### src/rtl/mem_req_arbiter.sv
// mem_req_arbiter: shares one sram-like memory port between the fetch and
// execute stages. The execute (data) side has fixed priority, and a request
// that has been presented but not accepted holds the grant. An in-order tag
// FIFO records the source of each accepted request so that every response
// goes back to the requester that issued it.
module mem_req_arbiter #(
    parameter int DEPTH = 4
) (
    input  logic        clk,
    input  logic        resetn,

    input  logic        inst_req,
    input  logic [31:0] inst_addr,
    output logic        inst_addr_ok,
    output logic        inst_data_ok,
    output logic [31:0] inst_rdata,

    input  logic        data_req,
    input  logic        data_wr,
    input  logic [2:0]  data_size,
    input  logic [31:0] data_addr,
    input  logic [3:0]  data_wstrb,
    input  logic [31:0] data_wdata,
    output logic        data_addr_ok,
    output logic        data_data_ok,
    output logic [31:0] data_rdata,

    output logic        m_req,
    output logic        m_wr,
    output logic [2:0]  m_size,
    output logic [31:0] m_addr,
    output logic [3:0]  m_wstrb,
    output logic [31:0] m_wdata,
    input  logic        m_addr_ok,
    input  logic        m_data_ok,
    input  logic [31:0] m_rdata,

    output logic        idle
);

    localparam int PW = $clog2(DEPTH);
    localparam int CW = PW + 1;

    typedef enum logic {
        UNLOCKED = 1'b0,
        LOCKED   = 1'b1
    } lock_state_t;

    lock_state_t     state_reg, state_next;
    logic            lock_src_reg, lock_src_next;   // 0 = inst, 1 = data
    logic [PW-1:0]   wptr_reg, rptr_reg;
    logic [CW-1:0]   count_reg, count_next;
    logic            tag_mem [DEPTH];

    logic            lock_hold;
    logic            sel;
    logic            req_sel;
    logic            full;
    logic            push;
    logic            pop;
    logic            head_tag;

    // Source selection, downstream request and acceptance strobes.
    // A locked source whose requester has dropped its request (flush) no
    // longer holds the grant, so the other requester can win this same cycle.
    always_comb begin
        lock_hold    = (state_reg == LOCKED) && (lock_src_reg ? data_req : inst_req);
        sel          = lock_hold ? lock_src_reg : data_req;
        req_sel      = sel ? data_req : inst_req;
        full         = (count_reg == CW'(DEPTH));
        m_req        = req_sel && !full;
        m_wr         = 1'b0;
        m_size       = 3'd0;
        m_addr       = 32'd0;
        m_wstrb      = 4'd0;
        m_wdata      = 32'd0;
        if (m_req) begin
            if (sel) begin
                m_wr    = data_wr;
                m_size  = data_size;
                m_addr  = data_addr;
                m_wstrb = data_wstrb;
                m_wdata = data_wdata;
            end else begin
                m_size  = 3'd2;
                m_addr  = inst_addr;
            end
        end
        push         = m_req && m_addr_ok;
        inst_addr_ok = push && !sel;
        data_addr_ok = push && sel;
    end

    // Response routing from the tag at the FIFO head; stray responses on an
    // empty FIFO are ignored.
    always_comb begin
        pop          = m_data_ok && (count_reg != CW'(0));
        head_tag     = tag_mem[rptr_reg];
        inst_data_ok = pop && !head_tag;
        data_data_ok = pop && head_tag;
        inst_rdata   = m_rdata;
        data_rdata   = m_rdata;
        idle         = (count_reg == CW'(0));
    end

    // Lock next-state: hold the grant on a presented-but-refused request.
    always_comb begin
        state_next    = state_reg;
        lock_src_next = lock_src_reg;
        if (lock_hold) begin
            if (m_addr_ok) begin
                state_next = UNLOCKED;
            end
        end else begin
            state_next = UNLOCKED;
            if (m_req && !m_addr_ok) begin
                state_next    = LOCKED;
                lock_src_next = sel;
            end
        end
    end

    // Occupancy next-state: simultaneous push and pop leaves count unchanged.
    always_comb begin
        count_next = count_reg;
        case ({push, pop})
            2'b10:   count_next = count_reg + CW'(1);
            2'b01:   count_next = count_reg - CW'(1);
            default: count_next = count_reg;
        endcase
    end

    // Lock, pointer and occupancy registers.
    always_ff @(posedge clk) begin
        if (!resetn) begin
            state_reg    <= UNLOCKED;
            lock_src_reg <= 1'b0;
            wptr_reg     <= '0;
            rptr_reg     <= '0;
            count_reg    <= '0;
        end else begin
            state_reg    <= state_next;
            lock_src_reg <= lock_src_next;
            count_reg    <= count_next;
            if (push) begin
                wptr_reg <= wptr_reg + PW'(1);
            end
            if (pop) begin
                rptr_reg <= rptr_reg + PW'(1);
            end
        end
    end

    // Tag FIFO storage: one entry per slot, written with the granted source.
    generate
        for (genvar gi = 0; gi < DEPTH; gi++) begin : g_tag
            always_ff @(posedge clk) begin
                if (!resetn) begin
                    tag_mem[gi] <= 1'b0;
                end else if (push && (wptr_reg == PW'(gi))) begin
                    tag_mem[gi] <= sel;
                end
            end
        end
    endgenerate

endmodule

### config.mk
export PLATFORM = sky130hd
export DESIGN_NAME = mem_req_arbiter
export DESIGN_NICKNAME = d
export VERILOG_FILES = /design/src/rtl/mem_req_arbiter.sv
export SDC_FILE = /design/constraint.sdc
export NUM_CORES = 1
export LEC_CHECK = 0
export ABC_AREA = 1
export BUFFER_PORTS_ARGS = -buffer_cell sky130_fd_sc_hd__buf_2
export CORE_AREA = 4 4 109 111
export CTS_BUF_LIST = sky130_fd_sc_hd__clkbuf_8
export DETAILED_ROUTE_END_ITERATION = 8
export DIE_AREA = 0 0 113 115
export SLEW_MARGIN = 10
export SYNTH_ARGS = -nofsm -noshare
export SYNTH_HDL_FRONTEND = slang
export SYNTH_SLANG_ARGS = --single-unit
### constraint.sdc
create_clock -name clk -period 2 [get_ports clk]
set_input_delay 0.3 -clock clk [delete_from_list [all_inputs] [get_ports clk]]
set_output_delay 0.3 -clock clk [all_outputs]
set_load 0.03 [all_outputs]
## Yosys cells after proc, flatten, opt, wreduce, memory -nomap -nowiden

Memory sizes are Yosys's and may differ from the RTL's. A register that Yosys moved wholly into a read port is not among the register bits.
Cells that the tools add are included.

- Register bits after elaboration: 9
- RAM bits: 4
- Input bits: 142
- Output and inout port bits: 142
- Memories: 1

Memories:

| name | depth | bits a word | rd ports | clocked after Yosys merged registers in | wr ports | RTL line | text |
|---|---|---|---|---|---|---|---|
| tag_mem | 4 | 1 | 1 | 1 | 4 | 53 | `logic tag_mem [DEPTH];` |

- $add $sub $neg: 4
- Equality and inequality tests: 7
- Multiplexer cells: 36
- Bitwise logic cells: 5
- Reduce and logical (&&, ||, !) cells: 22

Operators with widths:

| cell | count |
|---|---|
| $mux W32 | 4 |
| $mux W1 | 25 |
| $logic_and A1 B1 Y1 | 13 |
| $mux W4 | 2 |
| $eq A2 B2 Y1 const B | 3 |
| $mux W3 | 2 |
| $pmux W3 S2 | 1 |
| $add A2 B1 Y2 const B | 2 |
| $eq A2 B1 Y1 const B | 2 |
| $logic_not A1 Y1 | 4 |
| $mux W2 | 2 |
| $or A1 B1 Y1 | 4 |
| $add A3 B1 Y3 const B | 1 |
| $eq A3 B3 Y1 const B | 1 |
| $logic_not A3 Y1 | 1 |
| $reduce_bool A3 Y1 | 1 |
| $sub A3 B1 Y3 const B | 1 |
| $logic_not A2 Y1 | 1 |
| $ne A2 B2 Y1 const B | 1 |
| $reduce_and A2 Y1 | 1 |
| $reduce_bool A2 Y1 | 1 |
| $not A1 Y1 | 1 |

## Logic depth before layout (Yosys ltp)

Gate-level depths: netlist of the first run.

- Depth in word-level cells: 11
- Depth in mapped cells: 12
- Mapped depth without buffers: 12

## Least setup slack after synthesis of the first run

No wires, ideal clock.

- Path type: reg2reg
- Start: register count_reg[1]
- End: register count_reg[2]
- Library setup time: 70 ps
- Arrival: 1600 ps
- Path slack: 330 ps
- Cell stages (with the launch flop): 12
- Cell sequence: dfxtp_1 -> nor2_2 -> a21oi_4 -> nand2_4 -> ha_1 -> inv_1 -> fa_1 -> nor2_1 -> nor2_1 -> nand2_1 -> o21ai_0 -> a21oi_1

- Word-level cells in the longest chain between the ends: 6

RTL lines:

| item | RTL line | text |
|---|---|---|
| start: declaration | 52 | `logic [CW-1:0] count_reg, count_next;` |
| start signal: assignment | 144 | `count_reg <= count_next;` |
| $eq A3 B3 Y1 | 70 | `full = (count_reg == CW'(DEPTH));` |
| $logic_not A1 Y1 | 71 | `m_req = req_sel && !full;` |
| $logic_and A1 B1 Y1 | 71 |  |
| $logic_and A1 B1 Y1 | 89 | `push = m_req && m_addr_ok;` |
| $eq A2 B1 Y1 or $eq A2 B2 Y1 (tied branches) | 126 | `case ({push, pop})` |
| $pmux W3 S2 or $reduce_bool A2 Y1 (tied branches) | n/a |  |

Several ways; a longest one is shown, not always the timed one.
A chain may end at the register's enable or synchronous reset.

## Final worst setup path of the first run

- Start: register lock_src_reg
- End: output m_addr[18]

- Word-level cells in the longest chain between the ends: 6

RTL lines:

| item | RTL line | text |
|---|---|---|
| start: declaration | 50 | `logic lock_src_reg, lock_src_next;` |
| start signal: assignment | 143 | `lock_src_reg <= lock_src_next;` |
| $mux W1 | 67 | `lock_hold = (state_reg == LOCKED) && (lock_src_reg ? data_req : inst_req);` |
| $logic_and A1 B1 Y1 | 67 |  |
| $mux W1 * | 68 | `sel = lock_hold ? lock_src_reg : data_req;` |
| $mux W1 | 69 | `req_sel = sel ? data_req : inst_req;` |
| $logic_and A1 B1 Y1 | 71 |  |
| $mux W32 * | 77 | `if (m_req) begin` |
| end: declaration | 31 | `output logic [31:0] m_addr,` |

Every way passes the cells marked *; elsewhere a longest branch is shown, timed or not.

==> flow_summary_export.csv, run 1 <==
group,metric,value,unit
final_layout,final_nets,631,
clock_tree,cts.sinks,15,
sta,layout_min_cycle_time,1.86,ns
clock_tree,cts_made_buffers,3,
power_and_ir_drop,p_leak,1.59,nW
route,drtIter0Drc,64,
sta,final.setup.worst_slack,0.136,ns
yosys,syn_inst,367,
run_status,outcome,"complete, no violations",
clock_tree,htree_levels,1,
yosys,synthFlopType,"dfxtp_1",
power_and_ir_drop,power,2.26,mW
clock_tree,cts-root-buf,"clkbuf_8",
worst_setup_path,r2r_slack,0.26,ns
route,vias,2477,
place,placed_cell_area,2690,um^2
route,via_per_inst,3.98,
worst_setup_path,timing.rr.start,"count_reg[0]$_SDFFE_PN0P_",
final_layout,fin_util,25.6,%
clock_tree,postCtsSetupRepairBufs,0,
worst_setup_path,crit_top_cell,"nor2_1",
final_layout,area_growth,30.3,%
sta,clock.fmax,0.537,GHz
sta,fin_worst_skew,0.00279,ns
grt,grt_pass1_wl,11800,um
floorplan,chipWidth,113,um
yosys,synth-async-reset-ratio,0,%
hold_path,hp-class,"primary input to flop",
yosys,yosys_warnings,0,
grt,grt_start_max_net_pins,44,
yosys,synth_nets,515,
place,hpwl,6550,um
clock_tree,tritoncts,"done",
route,routed_wl,7870,um
sta,slew_violations,0,
hold_path,whs_endpoint,"state_reg$_SDFFE_PN0P_",
route,wl_per_cell,12.6,um
run,cap_violations,0,
sta,hold_ws,0.287,ns
yosys,ys_ff_latch,15,
yosys,syn_avg_cell_area,5.78,um^2
clock_tree,insertion_delay,0.24,ns
power_and_ir_drop,ir_drop,0.000538,V
sta,slew_headroom,80.6,%
floorplan,design.core.area,10800,um^2
floorplan,start_util,19.6,%
worst_setup_path,r2r_end,"count_reg[1]$_SDFFE_PN0P_",
sta,setup_viol,0,
yosys,yosysUniqueCellTypes,22,
worst_setup_path,worstSetupPathType,"flop to output port",
worst_setup_path,path_cells,"inv_1, nand3_1, nand2_2, inv_2, buf_12, nor2_1, nor2_1, buf_2",
final_layout,n_antenna_cell,0,
place,numPortBuffers,187,
hold_path,hold_depth,2,
sta,worstMarginPinSlew,0.290,ns
worst_setup_path,crit_buf_inv,4,
yosys,syn_area,2120,um^2
final_layout,stdcell_count,622,
final_layout,fin_area,2760,um^2
place,dp_slack,0.208,ns
final_layout,fillers,1261,
sta,timing.final.crit_share,93.2,%
yosys,ys_seq_area_share,15.6,%
floorplan,rows,38,
worst_setup_path,crit_fanout,43,
floorplan,ioPinCount,284,
sta,final_hold_viol_count,0,
grt,antenna_found_initial,0,
clock_tree,clockBufferDepth,2,
clock_tree,cts.hold.buffers_added,0,
place,place.gp.congestion,0.848,
floorplan,die-area,13000,um^2
place,dp.cells,618,
sta,rsz0062_at_grt,"false",
sta,setup_tns,0,ns
route,first_pass_iters,4,
hold_path,hold_start,"m_addr_ok",
worst_setup_path,critPathSlowestCell,"dfxtp_1",
grt,track_usage,10.9,%
worst_setup_path,cp-end-kind,"output port",
worst_setup_path,worstSetupStartpointType,"flop",
grt,grt_pass1_vias,2373,
worst_setup_path,slowest_delay,0.33,ns
power_and_ir_drop,power_density,819,nW/um^2
route,drc,0,
worst_setup_path,cp.required,1.70,ns
grt,grt_overflow,0,
worst_setup_path,crit_family,"buffers and inverters",
worst_setup_path,r2r_cells,9,
route,drtAntennaViolNets,0,
floorplan,die_y,115,um
yosys,synth_edf_count,3,
final_layout,drive_gt1_share,43.2,%
clock_tree,clk_pin_slew_worst_paths,0.06,ns
worst_setup_path,crit_arrival,1.56,ns
[report_power, final]
part	leakage [nW]	total [mW]	switching, mW	internal [mW]
clock network	0.0255	0.243	0.105	0.138
registers	0.131	0.421	0.0483	0.373
logic	1.43	1.60	1.10	0.499
total	1.59	2.26	1.25	1.01
[synthesized netlist by cell type, drive strengths merged, types with 3 or more instances]
master  number  area share (%)
nand2       71              13
dfxtp       12              11
a21oi        9             2.7
inv         19             3.4
edfxtp       3             4.3
nand3        3            0.71
buf         81              29
ha           5             3.0
nor2       123              22
o21ai       38             9.1
[layout by cell type (no fill, tap or decap)]
cell and instances:
clkinv_2 1, a21oi_1 8, dfxtp_2 2, nor2_2 2, clkbuf_4 1, clkbuf_8 3, inv_2 1, nand3_1 3
buf_6 2, nor2_4 1, nand2_1 68, fa_1 1, a21oi_4 1, o21ai_0 31, buf_12 3, nand2_2 2
edfxtp_1 3, o21ai_1 6, nor2_1 120, ha_1 5, a211oi_1 1, buf_2 186, inv_1 18, nand2_4 1
buf_4 1, o21ai_2 1, dfxtp_1 10
[per-layer routing]
layer,wire length (um),track usage [%],vias up
met4,35,1.76,0
met2,3870,20.1,144
met1,3200,13.0,1035
met5,0,0,-
met3,764,2.68,7
li1,-,-,1291
[area by class of cell]
cell class | instances | area (um^2) | area share, %
Tap cell | 140 | 175 | 6.34
Sequential cell | 15 | 333 | 12.0
Clock inverter | 1 | 5.00 | 0.181
Timing Repair Buffer | 193 | 1030 | 37.2
Clock buffer | 3 | 41.3 | 1.49
Multi-Input combinational cell | 251 | 1110 | 40.1
Inverter | 19 | 71.3 | 2.58
[repair_timing]
action,in CTS,in global routing
gates resized for setup,1,9
setup endpoints to repair,8,47
endpoints found under the hold margin,0,0
[how the worst max path moves through the flow]
stage / start / end / slack, ns / cells past startpoint
3_3_place_gp: inst_req / count_reg[2]$_SDFFE_PN0P_ / 0.18 / 12
3_5_place_dp: data_req / m_addr[23] / 0.21 / 7
6_report: lock_src_reg$_SDFFE_PN0P_ / m_addr[18] / 0.14 / 8
2_1_floorplan: count_reg[1]$_SDFFE_PN0P_ / count_reg[2]$_SDFFE_PN0P_ / 0.33 / 11
5_1_grt: lock_src_reg$_SDFFE_PN0P_ / m_addr[18] / 0.01 / 8
4_1_cts: count_reg[1]$_SDFFE_PN0P_ / m_addr[10] / 0.08 / 6
[cell families after synthesis]
kind of cell	after synthesis	share of synthesized area [%]
simple gates	197	36.0
buf+inv	101	32.3
compound gates	48	12.2
flops	15	15.6
fa+ha+maj	6	3.90
(Power assumes the default switching activity.)
==> run 2: changes to the inputs <==
CORE_AREA = 2 2 110 112   (was 4 4 109 111)
DIE_AREA = 0 0 112 114   (was 0 0 113 115)
==> run 2 against run 1 <==
  * Power rose by 0.37%
  * Non-clock buffer count rose by 3
  * Clock power fell by 2%
  * Combinational power barely moved
  * Die area fell by 1.7%
  * Maximum frequency fell by 0.24%
  * Cell count rose by 1.6%
  * Final area rose by 1.9%
  * Sequential power fell by 2%
  * Critical endpoint is now m_addr[17]
  * Global-route usage fell by 1.1 points
==> flow_summary_export.csv, run 2 (synthesized netlist as in run 1, its figures left out) <==
group,metric,value,unit
grt,grt_pass1_wl,10500,um
clock_tree,cts-root-buf,"clkbuf_8",
run_status,outcome,"complete, no violations",
route,drc,0,
power_and_ir_drop,p_seq_share,18.1,%
clock_tree,clk_pin_slew_worst_paths,0.06,ns
floorplan,rows,40,
power_and_ir_drop,power,2.27,mW
sta,hold_ws,0.293,ns
final_layout,final_nets,634,
sta,layout_min_cycle_time,1.87,ns
worst_setup_path,r2r_end,"count_reg[2]$_SDFFE_PN0P_",
clock_tree,cts.sinks,15,
sta,final_hold_viol_count,0,
worst_setup_path,timing.rr.start,"count_reg[2]$_SDFFE_PN0P_",
floorplan,die-area,12800,um^2
grt,grt_pass1_vias,2217,
sta,slew_headroom,85.7,%
route,met1_length,2770,um
sta,worstMarginPinSlew,0.214,ns
route,routed_wl,6840,um
final_layout,area_growth,32.8,%
worst_setup_path,worstSetupPathType,"flop to output port",
place,placed_cell_area,2730,um^2
final_layout,drive_gt1_share,42.9,%
hold_path,hold_depth,2,
route,via_per_inst,3.93,
route,drtIter0Drc,72,
final_layout,stdcell_count,632,
worst_setup_path,crit_arrival,1.57,ns
worst_setup_path,crit_fanout,14,
clock_tree,insertion_delay,0.24,ns
clock_tree,cts_made_buffers,3,
clock_tree,htree_levels,1,
place,place.gp.congestion,0.785,
worst_setup_path,cp-end-kind,"output port",
power_and_ir_drop,power_frac_comb,71.4,%
floorplan,design.core.area,11700,um^2
floorplan,ioPinCount,284,
run,cap_violations,0,
grt,antenna_found_initial,0,
power_and_ir_drop,p_int,1.02,mW
clock_tree,tritoncts,"done",
grt,grt_overflow,0,
final_layout,fillers,1341,
route,routed-wl-met2,3240,um
final_layout,final_common_cell,"buf_2",
route,drtAntennaViolNets,0,
power_and_ir_drop,p_sw_share,55.0,%
power_and_ir_drop,pwr-share-clk,10.5,%
floorplan,start_util,18.1,%
grt,grt_start_max_net_pins,36,
route,wl_per_cell,10.8,um
route,vias,2484,
worst_setup_path,worstSetupStartpointType,"flop",
route,first_pass_iters,4,
place,dp.cells,627,
worst_setup_path,cp.required,1.70,ns
clock_tree,clockBufferDepth,2,
floorplan,die_y,114,um
final_layout,n_antenna_cell,0,
floorplan,chipWidth,112,um
power_and_ir_drop,p_leak,1.61,nW
route,routed-wl-met3,606,um
sta,timing.final.crit_share,93.4,%
hold_path,hp-class,"primary input to flop",
place,numPortBuffers,187,
sta,fin_worst_skew,0.00260,ns
worst_setup_path,r2r_slack,0.18,ns
grt,track_usage,9.86,%
sta,rsz0062_at_grt,"true",
place,hpwl,5550,um
clock_tree,cts.hold.buffers_added,0,
sta,setup_viol,0,
power_and_ir_drop,power_density,807,nW/um^2
sta,clock.fmax,0.535,GHz
hold_path,hold_start,"m_addr_ok",
final_layout,fin_area,2820,um^2
hold_path,whs_endpoint,"state_reg$_SDFFE_PN0P_",
power_and_ir_drop,ir_drop,0.000643,V
sta,slew_violations,0,
final_layout,final_cell_mix,"buf_2, nor2_1, nand2_1",
power_and_ir_drop,power.switching,1.25,mW
worst_setup_path,r2r_cells,12,
route,top_layer_used,"met4",
-- run 2: per-layer routing --
layer  track usage, %  up-vias
met2             17.6      108
met1             11.4     1049
li1                 -     1297
met5                0        -
met3             2.28       30
met4             4.15        0
-- run 2: how the worst max path moves through the flow --
stage	from	endpoint	slack, ns
after floorplan	count_reg[1]$_SDFFE_PN0P_	count_reg[2]$_SDFFE_PN0P_	0.33
after global placement	inst_req	m_addr[25]	0.23
after detailed placement	count_reg[2]$_SDFFE_PN0P_	count_reg[2]$_SDFFE_PN0P_	0.19
after CTS	lock_src_reg$_SDFFE_PN0P_	m_wdata[25]	0.02
after global routing	count_reg[1]$_SDFFE_PN0P_	m_addr[24]	-0.01
final	lock_src_reg$_SDFFE_PN0P_	m_addr[17]	0.13
-- run 2: what timing repair did --
item,in CTS,in global routing
setup buffers,0,1
resized for setup,0,9
setup endpoints to repair,0,61
-- run 2: final cells by class --
type | instances | area [um^2] | share of cell area [%]
repair buffers | 196 | 1070 | 38.0
well taps | 147 | 184 | 6.53
multi-input cells | 251 | 1110 | 39.5
flip-flops and latches | 15 | 330 | 11.7
clock buffers | 3 | 41.3 | 1.47
clock inverters | 1 | 3.75 | 0.133
inverters | 19 | 76.3 | 2.71
-- run 2: metrics by stage --
stage | setup WS [ns] | TNS (ns) | utilization [%]
6_report | 0.132 | 0 | 24.0
5_1_grt | -0.0141 | -0.0151 | 24.0
4_1_cts | 0.0165 | 0 | 23.7
3_5_place_dp | 0.188 | 0 | 23.3
3_3_place_gp | 0.228 | 0 | 23.3
2_1_floorplan | 0.330 | 0 | -
-- run 2: worst max-delay path, cell delays in order, from the launching register on --
cell,delay (ns)
dfxtp_1,0.31
inv_1,0.09
nand3_1,0.09
nand2_2,0.13
clkinv_4,0.14
buf_4,0.19
nor2_1,0.14
nor2_1,0.06
buf_2,0.17
-- run 2: power by group through the flow --
stage / sequential, mW / clock (mW) / combinational [mW]
after floorplan: 0.409 / 0 / 1.37
after global placement: 0.418 / 0 / 1.59
after detailed placement: 0.417 / 0 / 1.60
after CTS: 0.411 / 0.248 / 1.60
after global routing: 0.420 / 0.261 / 1.78
final: 0.411 / 0.239 / 1.62
